### config.mk
export PLATFORM = sky130hd
export DESIGN_NAME = fetch_sequencer
export DESIGN_NICKNAME = d
export VERILOG_FILES = /design/src/rtl/fetch_sequencer.sv
export SDC_FILE = /design/constraint.sdc
export NUM_CORES = 1
export LEC_CHECK = 0
export CAP_MARGIN = 20
export CORE_MARGIN = 2
export CORE_UTILIZATION = 44
export DETAILED_ROUTE_END_ITERATION = 16
export PLACE_DENSITY = 0.82
export SLEW_MARGIN = 20
export SYNTH_ARGS = -nofsm -noshare
export SYNTH_HDL_FRONTEND = slang
export SYNTH_SLANG_ARGS = --single-unit
### constraint.sdc
create_clock -name clk -period 2.45 [get_ports clk]
set_input_delay 0.245 -clock clk [delete_from_list [all_inputs] [get_ports clk]]
set_output_delay 0.245 -clock clk [all_outputs]
set_load 0.01 [all_outputs]
### src/rtl/fetch_sequencer.sv
// fetch_sequencer: next-PC selection for the fetch stage.
// Chooses one redirect source per cycle (exception, branch, interrupt,
// return-from-trap, jump, stall, sequential), drives the pipeline flushes
// and keeps the trap return address and handler-mode flag.
module fetch_sequencer #(
    parameter logic [31:0] RESET_PC   = 32'h0000_0000,
    parameter logic [31:0] IRQ_VECTOR = 32'h8000_0004,
    parameter logic [31:0] EXC_VECTOR = 32'h8000_0008
) (
    input  logic        clk,
    input  logic        reset,
    input  logic        stall,
    input  logic        jump,
    input  logic [31:0] jump_target,
    input  logic        branch_taken,
    input  logic [31:0] branch_target,
    input  logic        exception,
    input  logic [31:0] exc_pc,
    input  logic        irq,
    input  logic        eret,
    output logic [31:0] PC,
    output logic        flush_IF,
    output logic        flush_ID,
    output logic [31:0] epc,
    output logic        in_trap
);

    typedef enum logic [2:0] {
        SRC_EXC    = 3'd0,
        SRC_BRANCH = 3'd1,
        SRC_IRQ    = 3'd2,
        SRC_ERET   = 3'd3,
        SRC_JUMP   = 3'd4,
        SRC_STALL  = 3'd5,
        SRC_SEQ    = 3'd6
    } src_t;

    logic [31:0] r_pc;
    logic [31:0] r_epc;
    logic        r_in_trap;
    logic        r_irq_pending;
    logic        w_irq_take;
    src_t        w_src;

    // Interrupts are blocked inside a handler and while fetching from the
    // upper half of the address space (where the handlers live).
    assign w_irq_take = (irq | r_irq_pending) & ~r_in_trap & ~r_pc[31];

    // Priority selection of this cycle's redirect source; jump and eret
    // are decoded in ID and therefore lose to a load-use stall.
    always_comb begin
        w_src = SRC_SEQ;
        if (exception)           w_src = SRC_EXC;
        else if (branch_taken)   w_src = SRC_BRANCH;
        else if (w_irq_take)     w_src = SRC_IRQ;
        else if (eret && !stall) w_src = SRC_ERET;
        else if (jump && !stall) w_src = SRC_JUMP;
        else if (stall)          w_src = SRC_STALL;
    end

    // Flushes are valid only in the redirect cycle and forced low in reset.
    always_comb begin
        flush_IF = 1'b0;
        flush_ID = 1'b0;
        if (reset) begin
            unique case (w_src)
                SRC_EXC, SRC_BRANCH: begin
                    flush_IF = 1'b1;
                    flush_ID = 1'b1;
                end
                SRC_IRQ, SRC_ERET, SRC_JUMP: flush_IF = 1'b1;
                SRC_STALL:                   flush_ID = 1'b1;
                default: ;
            endcase
        end
    end

    // PC / trap state update; a redirect in flight when reset hits is lost.
    always_ff @(posedge clk or negedge reset) begin
        if (!reset) begin
            r_pc          <= RESET_PC;
            r_epc         <= 32'h0;
            r_in_trap     <= 1'b0;
            r_irq_pending <= 1'b0;
        end else begin
            if (w_src == SRC_IRQ)
                r_irq_pending <= 1'b0;
            else if (irq)
                r_irq_pending <= 1'b1;

            unique case (w_src)
                SRC_EXC: begin
                    r_pc      <= EXC_VECTOR;
                    r_epc     <= exc_pc;
                    r_in_trap <= 1'b1;
                end
                SRC_BRANCH: r_pc <= branch_target;
                SRC_IRQ: begin
                    r_pc      <= IRQ_VECTOR;
                    r_epc     <= r_pc;
                    r_in_trap <= 1'b1;
                end
                SRC_ERET: begin
                    r_pc      <= r_epc;
                    r_in_trap <= 1'b0;
                end
                SRC_JUMP:  r_pc <= jump_target;
                SRC_STALL: r_pc <= r_pc;
                default:   r_pc <= r_pc + 32'd4;
            endcase
        end
    end

    assign PC      = r_pc;
    assign epc     = r_epc;
    assign in_trap = r_in_trap;

endmodule

# Word-level counts from Yosys, hierarchy flattened
# Index checks and enable logic that the tools add are counted.
# word_totals
reg_bits,66
latch_bits,0
ram_bits,0
rom_bits,0
output_inout_bits,67
n_memories,0
# classes
n_addsub,1
n_mul,0
div_mod_pow,0
order_cmp,0
n_eq_ne,5
shift,0
mux,15
n_bitwise,5
n_reduce_logical,10
# op_table
operator,n
32-bit one-hot mux with 6 select lines,1
32-bit one-hot mux with 2 select lines,1
32-bit by 3-bit adder with 32-bit output (second input constant),1
3-bit 2-to-1 mux,4
3-bit by 2-bit equality test with 1-bit output (second input constant),2
3-bit equality test (second input constant),2
1-bit 2-to-1 mux,6
2-bit nonzero test,3
5-bit OR reduction,1
2-bit 2-to-1 mux,2
3-bit by 1-bit equality test with 1-bit output (second input constant),1
3-bit logical NOT,1
3-bit OR reduction,1
1-bit AND,2
1-bit logical AND,2
1-bit NOT,2
1-bit one-hot mux with 2 select lines,1
2-bit OR reduction,1
1-bit logical NOT,1
1-bit bitwise OR,1

# Longest topological paths before layout
# depth
ltp_word,11
mapped_depth,8

# Least setup slack after synthesis
# Ideal clock, no wire load.
# synth_path
path_kind,flip-flop to flip-flop
start,"reg r_pc[31], in the netlist PC[31]"
end,"reg r_pc[25], in the netlist PC[25]"
t_arrival_ns,1.627
t_required_ns,2.322
path_slack_ns,0.695
path_stages_with_launch,6
path_buffers,0
path_cell_list,dfrtp_1 > o311ai_1 > nand2_1 > a311o_1 > a211oi_1 > nor3_1
# synth_between
elab_chain_cells,7
elab_cells_between_ends,12
# synth_lines
element,line,rtl
from (decl),38,logic [31:0] r_pc;
from (signal assigned),97,SRC_BRANCH: r_pc <= branch_target;
from (signal assigned),104,r_pc <= r_epc;
from (signal assigned),107,SRC_JUMP: r_pc <= jump_target;
1-bit NOT (*),47,assign w_irq_take = (irq | r_irq_pending) & ~r_in_trap & ~r_pc[31];
1-bit AND (*),47,
3-bit 2-to-1 mux (*),55,else if (w_irq_take) w_src = SRC_IRQ;
3-bit 2-to-1 mux (*),54,else if (branch_taken) w_src = SRC_BRANCH;
3-bit 2-to-1 mux (*),53,if (exception) w_src = SRC_EXC;
"3-bit equality test, or another cell as far along",91,unique case (w_src)
32-bit one-hot mux with 6 select lines,91,
# Every way passes the cells marked *; elsewhere a longest branch is shown, timed or not.
# A chain may end at the register's enable or synchronous reset.

# Worst setup path in the final report
# layout_path
start,reg r_irq_pending
end,out flush_ID
# layout_between
elab_chain_cells,10
elab_cells_between_ends,12
# layout_lines
element,line,rtl
from (decl),41,logic r_irq_pending;
from (signal assigned),84,r_irq_pending <= 1'b0;
from (signal assigned),87,r_irq_pending <= 1'b0;
from (signal assigned),89,r_irq_pending <= 1'b1;
1-bit bitwise OR (*),47,
1-bit AND (*) (2 in a row),47,
3-bit 2-to-1 mux (*),55,
3-bit 2-to-1 mux (*),54,
3-bit 2-to-1 mux (*),53,
"3-bit equality test, or another cell as far along",66,unique case (w_src)
3-bit OR reduction (no source line) (*),n/a,
1-bit 2-to-1 mux (*),66,
1-bit 2-to-1 mux (*),65,if (reset) begin
to (decl),23,"output logic flush_ID,"
# Marks and branches as above.

==> out/metrics.yaml <==
synth_nets: 572
nets: 772
syn_to_final_growth_pct: 55.9
power.leakage_nw: 2.75
antenna_found_initial: 0
drc_errors: 0
dieWidth_um: 101
rows: 35
clock_latency_ns: 0.36
fin_skew_ns: 0.0106
cp-start-kind: "register"
relSlewSlack_pct: 55.2
grtUsageTotal_pct: 32.8
synth.avg_cell_area_um2: 8.87
globalplace.congestion: 0.997
async_flop_share_pct: 100
period_needed_ns: 2.33
cp_data_arrival_time_ns: 2.08
synth-seq-area-share_pct: 39.9
synth_cells: 467
grt_max_degree: 51
grt_pass1_vias: 4714
root_buffer: "clkbuf_8"
wirelength_mm: 16.5
overflow: 0
vias: 4778
drv_cap: 0
dieArea_um2: 10200
cts_sinks: 66
total_power_mw: 3.20
synth_top_flop_cell: "dfrtp_1"
min_path_type: "primary input to register"
hold_viol_final: 0
internal_power_mw: 2.20
outcome: "finished, final reports clean"
synth_area_um2: 4140
ant_nets: 0
crit_fanout: 2
seqPwrFrac_pct: 41.7
drt_iter0_drc: 434
grt_pass1_wl_mm: 25.6
crit_required_ns: 2.20
fin_tns_setup_ns: 0
cts_buffers: 9
synth-xor-area-share_pct: 0
ir_drop_mv: 0.265
synth_top_family_by_area: "compound AO/OA/AOI/OAI gates"
cts_tree: "built"
synth_fa_ha_area_share_pct: 0.302
powerDensity_nw_per_um2: 495
pwr-share-comb_pct: 26.7
die_h_um: 101
dr.pass1.iters: 7
power.switching_mw: 0.993
min_period_over_period_pct: 95.0
io_buffers: 170
final_core_util_pct: 70.3
cts_setup_buffers: 0
clock_power_share_pct: 31.6
core-area_um2: 9200
slew_viol_final: 0
insertedDiodeCount: 0
place_hpwl_mm: 12.7
fmax_mhz: 429
ys_warn_count: 0
netSwitchingFraction_pct: 31.1
rsz0062_at_grt: "false"
synth_mux_area_share_pct: 7.25
wl_per_cell_um: 21.1
worst_pin_slew_ns: 0.671
io_pins: 171
ys_seq_elements: 66
clk_pin_slew_ns: 0.08
start_util_pct: 45.1
synth_edf_count: 0
synth_compound_area_share_pct: 28.1
synth_cell_type_count: 67
clk_path_buf_depth: 2
drive_above_1_share_pct: 14.3
critPathCaptureType: "output pin"
vias_per_cell: 6.10
h-tree-depth: 3
worstSetupPathType: "register to output pin"
synth-simple-area-share_pct: 20.7
setup_viol: 0
==> layer usage <==
metal / vias to the layer above / global-route usage, % / part of all wire (%)
li1: 2183 / - / -
met1: 2275 / 46.1 / 41
met2: 286 / 50.9 / 47
met3: 34 / 5.13 / 9.1
met4: 0 / 12.0 / 2.3
met5: - / 0 / 0
==> worst max-delay path, cell delays in order (launching register included) <==
cell,delay [ns]
dfrtp_1,0.41
or2_1,0.27
a21oi_2,0.18
o21bai_2,0.09
nor2_2,0.12
o21a_1,0.12
clkdlybuf4s50_1,0.53
==> synthesized netlist by cell type (all sizes together) (2+ instances only) <==
master,number,area (um2)
a41o,2,20.0
nand2b,3,21.3
a22oi,2,15.0
o311ai,4,35.0
nand2,66,250
and2,8,52.6
dfrtp,66,1650
nand4,3,33.8
and3,6,37.5
a222oi,12,120
o22ai,10,62.6
a211oi,12,100
mux2i,30,300
and4,8,77.6
o21a,4,31.3
inv,6,22.5
a22o,3,26.3
o21ai,63,319
a31oi,10,62.6
nor4,2,12.5
o211ai,8,60.1
buf,18,101
nor2b,4,25.0
o32ai,2,17.5
or2,3,18.8
a221oi,4,41.3
a211o,2,17.5
nor3,12,81.3
nand3,18,95.1
a21oi,23,126
nor2,29,136
clkbuf,9,33.8
==> cell usage in the layout (no fill, tap or decap), types with 4 or more instances in the layout <==
master / count
clkdlybuf4s50_1: 168
dfrtp_1: 64
nand2_1: 64
o21ai_0: 60
buf_4: 44
mux2i_1: 30
nor2_1: 22
a21oi_1: 20
nand3_1: 17
a222oi_1: 12
clkbuf_8: 11
a211oi_1: 10
o22ai_1: 10
a31oi_1: 10
nor3_1: 9
o211ai_1: 8
and2_1: 7
inv_1: 6
and3_1: 6
and4_1: 5
nor2_2: 4
==> path summary, 6_finish.rpt <==
| path | endpoint | slack (ns) | depth (start not counted) | startpoint |
|---|---|---|---|---|
| worst max register to register | PC[5] | 0.38 | 6 | r_irq_pending |
| min in group asynchronous | PC[0] | 0.51 | 3 | reset |
| worst min register to register | epc[9] | 0.52 | 2 | epc[9] |
| worst max-delay path | flush_ID | 0.12 | 6 | r_irq_pending |
| worst min-delay path | PC[22] | 0.49 | 3 | jump_target[22] |
| max in group asynchronous | in_trap | 1.29 | 3 | reset |
==> power by group through the flow <==
stage | registers [mW] | logic, mW | clock network, mW
final | 1.33 | 0.855 | 1.01
after global routing | 1.35 | 0.918 | 1.06
after floorplan | 1.36 | 0.265 | 0
after global placement | 1.34 | 0.834 | 0
after detailed placement | 1.35 | 0.844 | 0
after CTS | 1.33 | 0.850 | 1.00
==> area by class of cell <==
cell class | count | area [um2]
fill | 726 | 2730
multi-input combinational | 368 | 2370
tap | 111 | 139
sequential | 66 | 1650
inverter | 6 | 22.5
timing repair buffer | 216 | 2060
clock inverter | 5 | 61.3
clock buffer | 11 | 151
==> flip-flops by register name (all words and copies together), names as in the netlist <==
signal,cells
r_irq_pending,1
epc,32
in_trap,1
PC,32
==> stage by stage <==
| step | setup WS, ns | hold slack (ns) | std cells | cell area [um2] |
|---|---|---|---|---|
| 2_1_floorplan | 0.695 | -0.0506 | 467 | 4140 |
| 3_3_place_gp | 0.106 | 0.323 | 766 | 6220 |
| 3_5_place_dp | 0.0901 | 0.324 | 766 | 6220 |
| 4_1_cts | 0.00875 | 0.481 | 783 | 6440 |
| 5_1_grt | 0.0109 | 0.492 | 783 | 6460 |
| 6_report | 0.121 | 0.489 | 783 | 6460 |
==> cell families (layout without fill, tap and decap cells) <==
kind of cell | after synthesis | in the layout
adder cells (fa/ha/maj) | 1 | 1
AO/OA/AOI/OAI | 173 | 173
flip-flops | 66 | 66
multiplexers | 30 | 30
AND/OR/NAND/NOR | 164 | 164
buffers and inverters | 33 | 238
==> timing repair <==
action | in CTS | in global routing
gates resized for setup | 1 | 7
endpoints found under the setup margin | 2 | 2
hold endpoints to repair | 16 | 0
hold buffers | 1 | 0
Power figures use the tool's default switching activity.
